<file path="config.mk">
export PLATFORM = sky130hd
export DESIGN_NAME = vga_sync_receiver
export DESIGN_NICKNAME = d
export VERILOG_FILES = /design/src/rtl/vga_pkg.sv /design/src/rtl/vga_sync_edge.sv /design/src/rtl/vga_sync_receiver.sv
export SDC_FILE = /design/constraint.sdc
export NUM_CORES = 1
export LEC_CHECK = 0
export ABC_AREA = 1
export CORE_UTILIZATION = 49
export CTS_CLUSTER_SIZE = 30
export DETAILED_ROUTE_END_ITERATION = 8
export GPL_TIMING_DRIVEN = 0
export PLACE_DENSITY_LB_ADDON = 0.05
export SYNTH_ARGS = -nofsm -noshare
export SYNTH_HDL_FRONTEND = slang
export SYNTH_HIERARCHICAL = 1
export SYNTH_SLANG_ARGS = --single-unit
</file>
<file path="constraint.sdc">
create_clock -name vgaclk -period 1.9 [get_ports vgaclk]
set_input_delay 0.19 -clock vgaclk [delete_from_list [all_inputs] [get_ports vgaclk]]
set_output_delay 0.19 -clock vgaclk [all_outputs]
set_load 0.05 [all_outputs]
</file>
<file path="src/rtl/vga_pkg.sv">
// Shared VGA timing package: receiver lock states, default timing shared with
// the timing generator, and the 10-bit wrap-around increment used by both.
package vga_pkg;

    typedef enum logic [1:0] {
        SEARCH = 2'd0,
        VERIFY = 2'd1,
        LOCKED = 2'd2
    } rx_state_t;

    localparam int unsigned DEF_HACTIVE     = 635;
    localparam int unsigned DEF_HFP         = 15;
    localparam int unsigned DEF_HSYN        = 95;
    localparam int unsigned DEF_HBP         = 48;
    localparam int unsigned DEF_VACTIVE     = 480;
    localparam int unsigned DEF_VFP         = 10;
    localparam int unsigned DEF_VSYN        = 2;
    localparam int unsigned DEF_VBP         = 33;
    localparam int unsigned DEF_LOCK_FRAMES = 2;

    function automatic logic [9:0] wrap_inc(input logic [9:0] value, input logic [9:0] limit);
        return (value == limit - 10'd1) ? 10'd0 : value + 10'd1;
    endfunction

endpackage

</file>
<file path="src/rtl/vga_sync_edge.sv">
// Registers one active-low sync input and reports its falling/rising edges
// combinationally against the registered level.
module vga_sync_edge (
    input  logic clk,
    input  logic reset_n,
    input  logic sync,
    output logic fall,
    output logic rise,
    output logic level
);

    logic sync_q;

    // NOTE: reset to the idle (high) level so a sync already asserted out of
    // reset is seen as a fresh falling edge rather than silently ignored.
    always_ff @(posedge clk or negedge reset_n) begin
        if (!reset_n) begin
            sync_q <= 1'b1;
        end else begin
            // NOTE: non-blocking so every register samples pre-edge values.
            sync_q <= sync;
        end
    end

    assign fall  = sync_q & ~sync;
    assign rise  = ~sync_q & sync;
    assign level = sync_q;

endmodule

</file>
<file path="src/rtl/vga_sync_receiver.sv">
// Sink-side VGA timing recovery: regenerates hpos/vpos/de from hsync/vsync and
// tracks lock. Optional period measurement is built when VGA_RX_MEASURE_EN is defined.
module vga_sync_receiver
    import vga_pkg::*;
#(
    parameter int unsigned HACTIVE     = DEF_HACTIVE,
    parameter int unsigned HFP         = DEF_HFP,
    parameter int unsigned HSYN        = DEF_HSYN,
    parameter int unsigned HBP         = DEF_HBP,
    parameter int unsigned VACTIVE     = DEF_VACTIVE,
    parameter int unsigned VFP         = DEF_VFP,
    parameter int unsigned VSYN        = DEF_VSYN,
    parameter int unsigned VBP         = DEF_VBP,
    parameter int unsigned LOCK_FRAMES = DEF_LOCK_FRAMES
) (
    input  logic       vgaclk,
    input  logic       reset_n,
    input  logic       hsync_in,
    input  logic       vsync_in,
    output logic [9:0] hpos,
    output logic [9:0] vpos,
    output logic       de,
    output logic       locked,
    output logic       sync_err,
    output logic [9:0] hperiod_meas,
    output logic [9:0] vlines_meas
);

    localparam logic [9:0]  HMAX     = 10'(HACTIVE + HFP + HSYN + HBP);
    localparam logic [9:0]  VMAX     = 10'(VACTIVE + VFP + VSYN + VBP);
    localparam logic [9:0]  HACT     = 10'(HACTIVE);
    localparam logic [9:0]  VACT     = 10'(VACTIVE);
    localparam logic [9:0]  H_FALL   = 10'(HACTIVE + HFP);
    localparam logic [9:0]  H_RISE   = 10'(HACTIVE + HFP + HSYN);
    localparam logic [9:0]  V_FALL   = 10'(VACTIVE + VFP);
    localparam logic [10:0] TIMEOUT  = 11'(2 * (HACTIVE + HFP + HSYN + HBP));
    localparam logic [3:0]  LOCK_CNT = 4'(LOCK_FRAMES);

    logic hs_fall, hs_rise, unused_hs_level;
    logic vs_fall, vs_rise_unused, unused_vs_level;

    vga_sync_edge u_hs_edge (
        .clk     (vgaclk),
        .reset_n (reset_n),
        .sync    (hsync_in),
        .fall    (hs_fall),
        .rise    (hs_rise),
        .level   (unused_hs_level)
    );

    vga_sync_edge u_vs_edge (
        .clk     (vgaclk),
        .reset_n (reset_n),
        .sync    (vsync_in),
        .fall    (vs_fall),
        .rise    (vs_rise_unused),
        .level   (unused_vs_level)
    );

    rx_state_t   state_q, state_d;
    logic [9:0]  hpos_q, hpos_d, vpos_q, vpos_d;
    logic [9:0]  hpos_run, vpos_run;
    logic [10:0] to_q, to_d;
    logic [3:0]  good_q, good_d;
    logic        vseen_q, vseen_d;
    logic        sync_err_q, sync_err_d;
    logic        bad_hfall, bad_hrise, bad_vfall, timeout, violation;

    // Free-run next values; every edge check compares against these.
    always_comb begin
        hpos_run = wrap_inc(hpos_q, HMAX);
        vpos_run = (hpos_q == HMAX - 10'd1) ? wrap_inc(vpos_q, VMAX) : vpos_q;
    end

    // The first vsync fall after entering VERIFY only aligns vpos, so it is not checked.
    assign bad_hfall = hs_fall && (hpos_run != H_FALL);
    assign bad_hrise = hs_rise && (hpos_run != H_RISE);
    assign bad_vfall = vs_fall && vseen_q && ((vpos_run != V_FALL) || (hpos_run != 10'd0));
    assign timeout   = !hs_fall && (to_q == TIMEOUT - 11'd1);
    assign violation = bad_hfall || bad_hrise || bad_vfall || timeout;

    always_comb begin
        // NOTE: every output of this block gets a default first so no latch is inferred.
        state_d    = state_q;
        good_d     = good_q;
        vseen_d    = vseen_q;
        sync_err_d = 1'b0;
        hpos_d     = hs_fall ? H_FALL : hpos_run;
        vpos_d     = vpos_run;
        to_d       = hs_fall ? 11'd0 : ((to_q == TIMEOUT) ? to_q : to_q + 11'd1);

        case (state_q)
            SEARCH: begin
                if (hs_fall) begin
                    state_d = VERIFY;
                    vpos_d  = 10'd0;
                    good_d  = 4'd0;
                    vseen_d = 1'b0;
                end
            end
            VERIFY: begin
                if (violation) begin
                    state_d = SEARCH;
                end else if (vs_fall) begin
                    if (!vseen_q) begin
                        vseen_d = 1'b1;
                    end else begin
                        good_d = good_q + 4'd1;
                        if (good_q + 4'd1 == LOCK_CNT) begin
                            state_d = LOCKED;
                        end
                    end
                end
            end
            LOCKED: begin
                if (violation) begin
                    state_d    = SEARCH;
                    sync_err_d = 1'b1;
                end
            end
            default: state_d = SEARCH;
        endcase

        if (vs_fall) begin
            vpos_d = V_FALL;
        end
    end

    always_ff @(posedge vgaclk or negedge reset_n) begin
        if (!reset_n) begin
            state_q    <= SEARCH;
            hpos_q     <= 10'd0;
            vpos_q     <= 10'd0;
            to_q       <= 11'd0;
            good_q     <= 4'd0;
            vseen_q    <= 1'b0;
            sync_err_q <= 1'b0;
        end else begin
            state_q    <= state_d;
            hpos_q     <= hpos_d;
            vpos_q     <= vpos_d;
            to_q       <= to_d;
            good_q     <= good_d;
            vseen_q    <= vseen_d;
            sync_err_q <= sync_err_d;
        end
    end

    assign hpos     = hpos_q;
    assign vpos     = vpos_q;
    assign locked   = (state_q == LOCKED);
    assign de       = locked && (hpos_q < HACT) && (vpos_q < VACT);
    assign sync_err = sync_err_q;

`ifdef VGA_RX_MEASURE_EN
    logic [9:0] hcyc_q, hcyc_d, hper_q, hper_d;
    logic [9:0] vln_q, vln_d, vlin_q, vlin_d;

    // A line fall coinciding with the frame fall still belongs to the ending frame.
    always_comb begin
        hcyc_d = (hcyc_q == 10'h3FF) ? hcyc_q : hcyc_q + 10'd1;
        hper_d = hper_q;
        vln_d  = vln_q;
        vlin_d = vlin_q;
        if (hs_fall) begin
            hper_d = hcyc_q;
            hcyc_d = 10'd1;
            if (vln_q != 10'h3FF) begin
                vln_d = vln_q + 10'd1;
            end
        end
        if (vs_fall) begin
            vlin_d = vln_d;
            vln_d  = 10'd0;
        end
    end

    always_ff @(posedge vgaclk or negedge reset_n) begin
        if (!reset_n) begin
            hcyc_q <= 10'd0;
            hper_q <= 10'd0;
            vln_q  <= 10'd0;
            vlin_q <= 10'd0;
        end else begin
            hcyc_q <= hcyc_d;
            hper_q <= hper_d;
            vln_q  <= vln_d;
            vlin_q <= vlin_d;
        end
    end

    assign hperiod_meas = hper_q;
    assign vlines_meas  = vlin_q;
`else
    assign hperiod_meas = 10'd0;
    assign vlines_meas  = 10'd0;
`endif

endmodule

</file>
==> impl_summary.txt <==
----------------------------------------------------
[STA]
  Slew of the pin with the lowest slew margin ... 0.516 ns
  Fin. max-slew vios ... 0
  Hold violation count in the final report ... 0
  Finish-stage setup viols ... 10
  Portion of the clock cycle consumed by the worst path in the final layout ... 122%
  Final hold slack ... 0.338 ns
  Fin worst setup slack ... -0.418 ns
  Slew HR ... 65.5%
  Final worst clock skew ... 0.00769 ns
  Min Tclk post-route ... 2.32 ns
  RSZ-0062 raised after global routing ... yes
  Maximum clock frequency ... 431 MHz
  Sum of negative setup slack ... -3.07 ns

[Placement]
  Dpl hpwl ... 4690 um
  Count of buffers from port buffering ... 26
  Routability congestion estimate from global placement ... 0.858
  Number of placed instances with taps included ... 527

[Critical path]
  Start-to-end type of the worst setup path ... reg2reg
  Kind of start point of the critical path ... flip-flop
  Endpoint required time on the critical path ... 2.12 ns
  Critical path arrival ... 2.54 ns
  Element type at the critical path end ... flip-flop
  Critical path peak fanout ... 5

[Layout]
  Proportion of layout cells with a drive suffix above 1 ... 30.2%
  Area Overhead vs Synth ... 36.6%
  Final nets ... 506
  Combined area of the multi-input logic cells ... 1710 sq um
  Inserted Diodes ... 0
  FF/Latch Area ... 1050 sq um
  Non-Filler Instances ... 566
  Filler cell count in the final layout ... 458

[Flow run]
  Number of maximum-capacitance violations ... 0

[Clocking]
  H-tree level count ... 2
  Number of clock sinks seen by CTS ... 41
  Max clock buf depth ... 2
  Clock transition at the registers of the reported paths ... 0.08 ns
  CTS Root Buffer Type ... sky130_fd_sc_hd__clkbuf_8
  Worst-skew pair later-pin latency ... 0.29 ns
  Number of CTS-inserted buffers ... 5
  TritonCTS clock tree ... done

[Power]
  Final total power ... 0.00428 W
  Reported leakage power ... 2.00 nW
  Worst voltage drop across the vdd grid ... 671 uV
  Pwr Density ... 1090 nW/um^2

[Drt]
  Number of detailed-route iterations in the first pass ... 5
  Post-route ant nets ... 0
  Total number of vias ... 2772
  Total Routed Length ... 7040 um
  DRC errors left ... 0
  Detailed-route wire length per cell ... 12.4 um
  Vias per inst ... 4.90
  Number of DRC markers after the initial detailed-route iteration ... 217

[Floorplanning]
  Standard cell core area ... 5570 sq um
  Top-level port count ... 47
  Vertical die dimension ... 78.6 um
  Row count ... 27
  Die area ... 6180 sq um
  Initial standard-cell utilization of the core ... 51.6%
  X dimension of the die ... 78.6 um

[Hold path]
  Hold Crit Class ... in2reg

[Synthesis]
  Number of synthesis warnings ... 6
  Per-instance average area after synthesis ... 7.03 sq um
  Synthesized cell area ... 2880 sq um
  Syn Inst Count ... 409

[Global route]
  Pin count of the biggest net entering global routing ... 25
  Number of global-route vias before repair ... 2569
  Antenna violations before repair ... 0
  Total Routing Usage GR ... 23.6%
  Wire length of the first global-routing pass ... 11400 um
  Grt total ovfl ... 0

[Outcome]
  Violated checks ... negative setup slack
  Outcome ... complete, but fails checks

----------------------------------------------------
-- report_power, final --
part           switching (W)  internal [W]  leakage [nW]  total, W
logic                0.00144      0.000808          1.45   0.00225
registers           0.000229       0.00106         0.499   0.00129
clock network       0.000306      0.000429        0.0585  0.000735
total                0.00198       0.00230          2.00   0.00428
-- layer usage --
metal  track usage [%]  part of all wire [%]  vias up
met4              6.48                   1.2        0
met2              41.7                    50       80
li1                  -                     -     1411
met5                 0                     0        -
met1              29.8                    44     1271
met3              3.72                   4.9       10
-- final timing paths --
check | start | endpoint | cells after the start | slack [ns]
worst max-delay path | hpos[0] | vpos[5] | 16 | -0.42
worst min-delay path | vsync_in | u_vs_edge/level | 1 | 0.34
worst min register to register | to_q[4] | to_q[4] | 1 | 0.50
max in group asynchronous | reset_n | u_hs_edge/level | 3 | 0.98
min in group asynchronous | reset_n | to_q[8] | 2 | 0.37
worst max register to register | hpos[0] | vpos[5] | 16 | -0.42
-- cells in the final DEF, fill, tap and decap left out, types with 3 or more instances in the layout --
master                             n
sky130_fd_sc_hd__nand2_1          91
sky130_fd_sc_hd__inv_1            48
sky130_fd_sc_hd__buf_4            47
sky130_fd_sc_hd__nor2_1           45
sky130_fd_sc_hd__dfrtp_1          25
sky130_fd_sc_hd__nand3_1          23
sky130_fd_sc_hd__nand2_2          22
sky130_fd_sc_hd__conb_1           20
sky130_fd_sc_hd__clkdlybuf4s50_1  20
sky130_fd_sc_hd__o21ai_0          15
sky130_fd_sc_hd__nand4_1          14
sky130_fd_sc_hd__dfrtp_2          14
sky130_fd_sc_hd__inv_2            11
sky130_fd_sc_hd__nor2_2            9
sky130_fd_sc_hd__a21oi_1           7
sky130_fd_sc_hd__nand2_4           6
sky130_fd_sc_hd__clkbuf_8          6
sky130_fd_sc_hd__xor2_1            5
sky130_fd_sc_hd__nor3_1            5
sky130_fd_sc_hd__ha_1              5
sky130_fd_sc_hd__ha_4              4
sky130_fd_sc_hd__nor2_4            3
sky130_fd_sc_hd__nand3_4           3
sky130_fd_sc_hd__clkbuf_1          3
sky130_fd_sc_hd__nand3_2           3
sky130_fd_sc_hd__o21ai_1           3
sky130_fd_sc_hd__buf_6             3
sky130_fd_sc_hd__dlymetal6s2s_1    3
-- final cells by class --
class / instances / area share [%]
Buffer: 23 / 4.39
Clock buffer: 7 / 2.20
Clock inverter: 1 / 0.764
Inverter: 62 / 6.11
Multi-Input combinational cell: 302 / 43.5
Sequential cell: 41 / 26.6
Tap cell: 72 / 2.29
Timing Repair Buffer: 58 / 14.1
-- timing repair --
action | CTS | global route
gates cloned | 1 | 0
resized for setup | 30 | 26
pin swaps | 20 | 18
buffers inserted | 26 | 3
endpoints found under the setup margin | 10 | 12
hold buffers | 1 | 0
hold endpoints to repair | 16 | 0
-- through the flow --
step                      utilization, %  area, sq um  setup WS [ns]
after floorplan                        -         3030         -0.236
after global placement              60.6         3380         -0.565
after detailed placement            61.0         3400         -0.379
after CTS                           68.5         3820         -0.307
after global routing                70.5         3930         -0.518
final                               70.5         3930         -0.418
-- registers in the layout, summed over array words and instances, names as in the netlist --
name	count
sync_err	1
state_q	2
good_q	4
vseen_q	1
u_vs_edge/level	1
vpos	10
u_hs_edge/level	1
hpos	10
to_q	11
-- worst max-delay path, stage by stage, from the launching register on --
cell,delay (ns)
sky130_fd_sc_hd__dfrtp_2,0.44
sky130_fd_sc_hd__inv_2,0.08
sky130_fd_sc_hd__ha_4,0.14
sky130_fd_sc_hd__inv_2,0.04
sky130_fd_sc_hd__nor2_4,0.09
sky130_fd_sc_hd__nand3_4,0.16
sky130_fd_sc_hd__buf_8,0.20
sky130_fd_sc_hd__nand2_4,0.05
sky130_fd_sc_hd__nand2_2,0.06
sky130_fd_sc_hd__buf_4,0.13
sky130_fd_sc_hd__buf_4,0.12
sky130_fd_sc_hd__buf_4,0.12
sky130_fd_sc_hd__buf_4,0.12
sky130_fd_sc_hd__buf_4,0.12
sky130_fd_sc_hd__buf_4,0.12
sky130_fd_sc_hd__buf_4,0.12
sky130_fd_sc_hd__o21ai_2,0.10
Note: power is estimated with default switching activity, not from simulation.
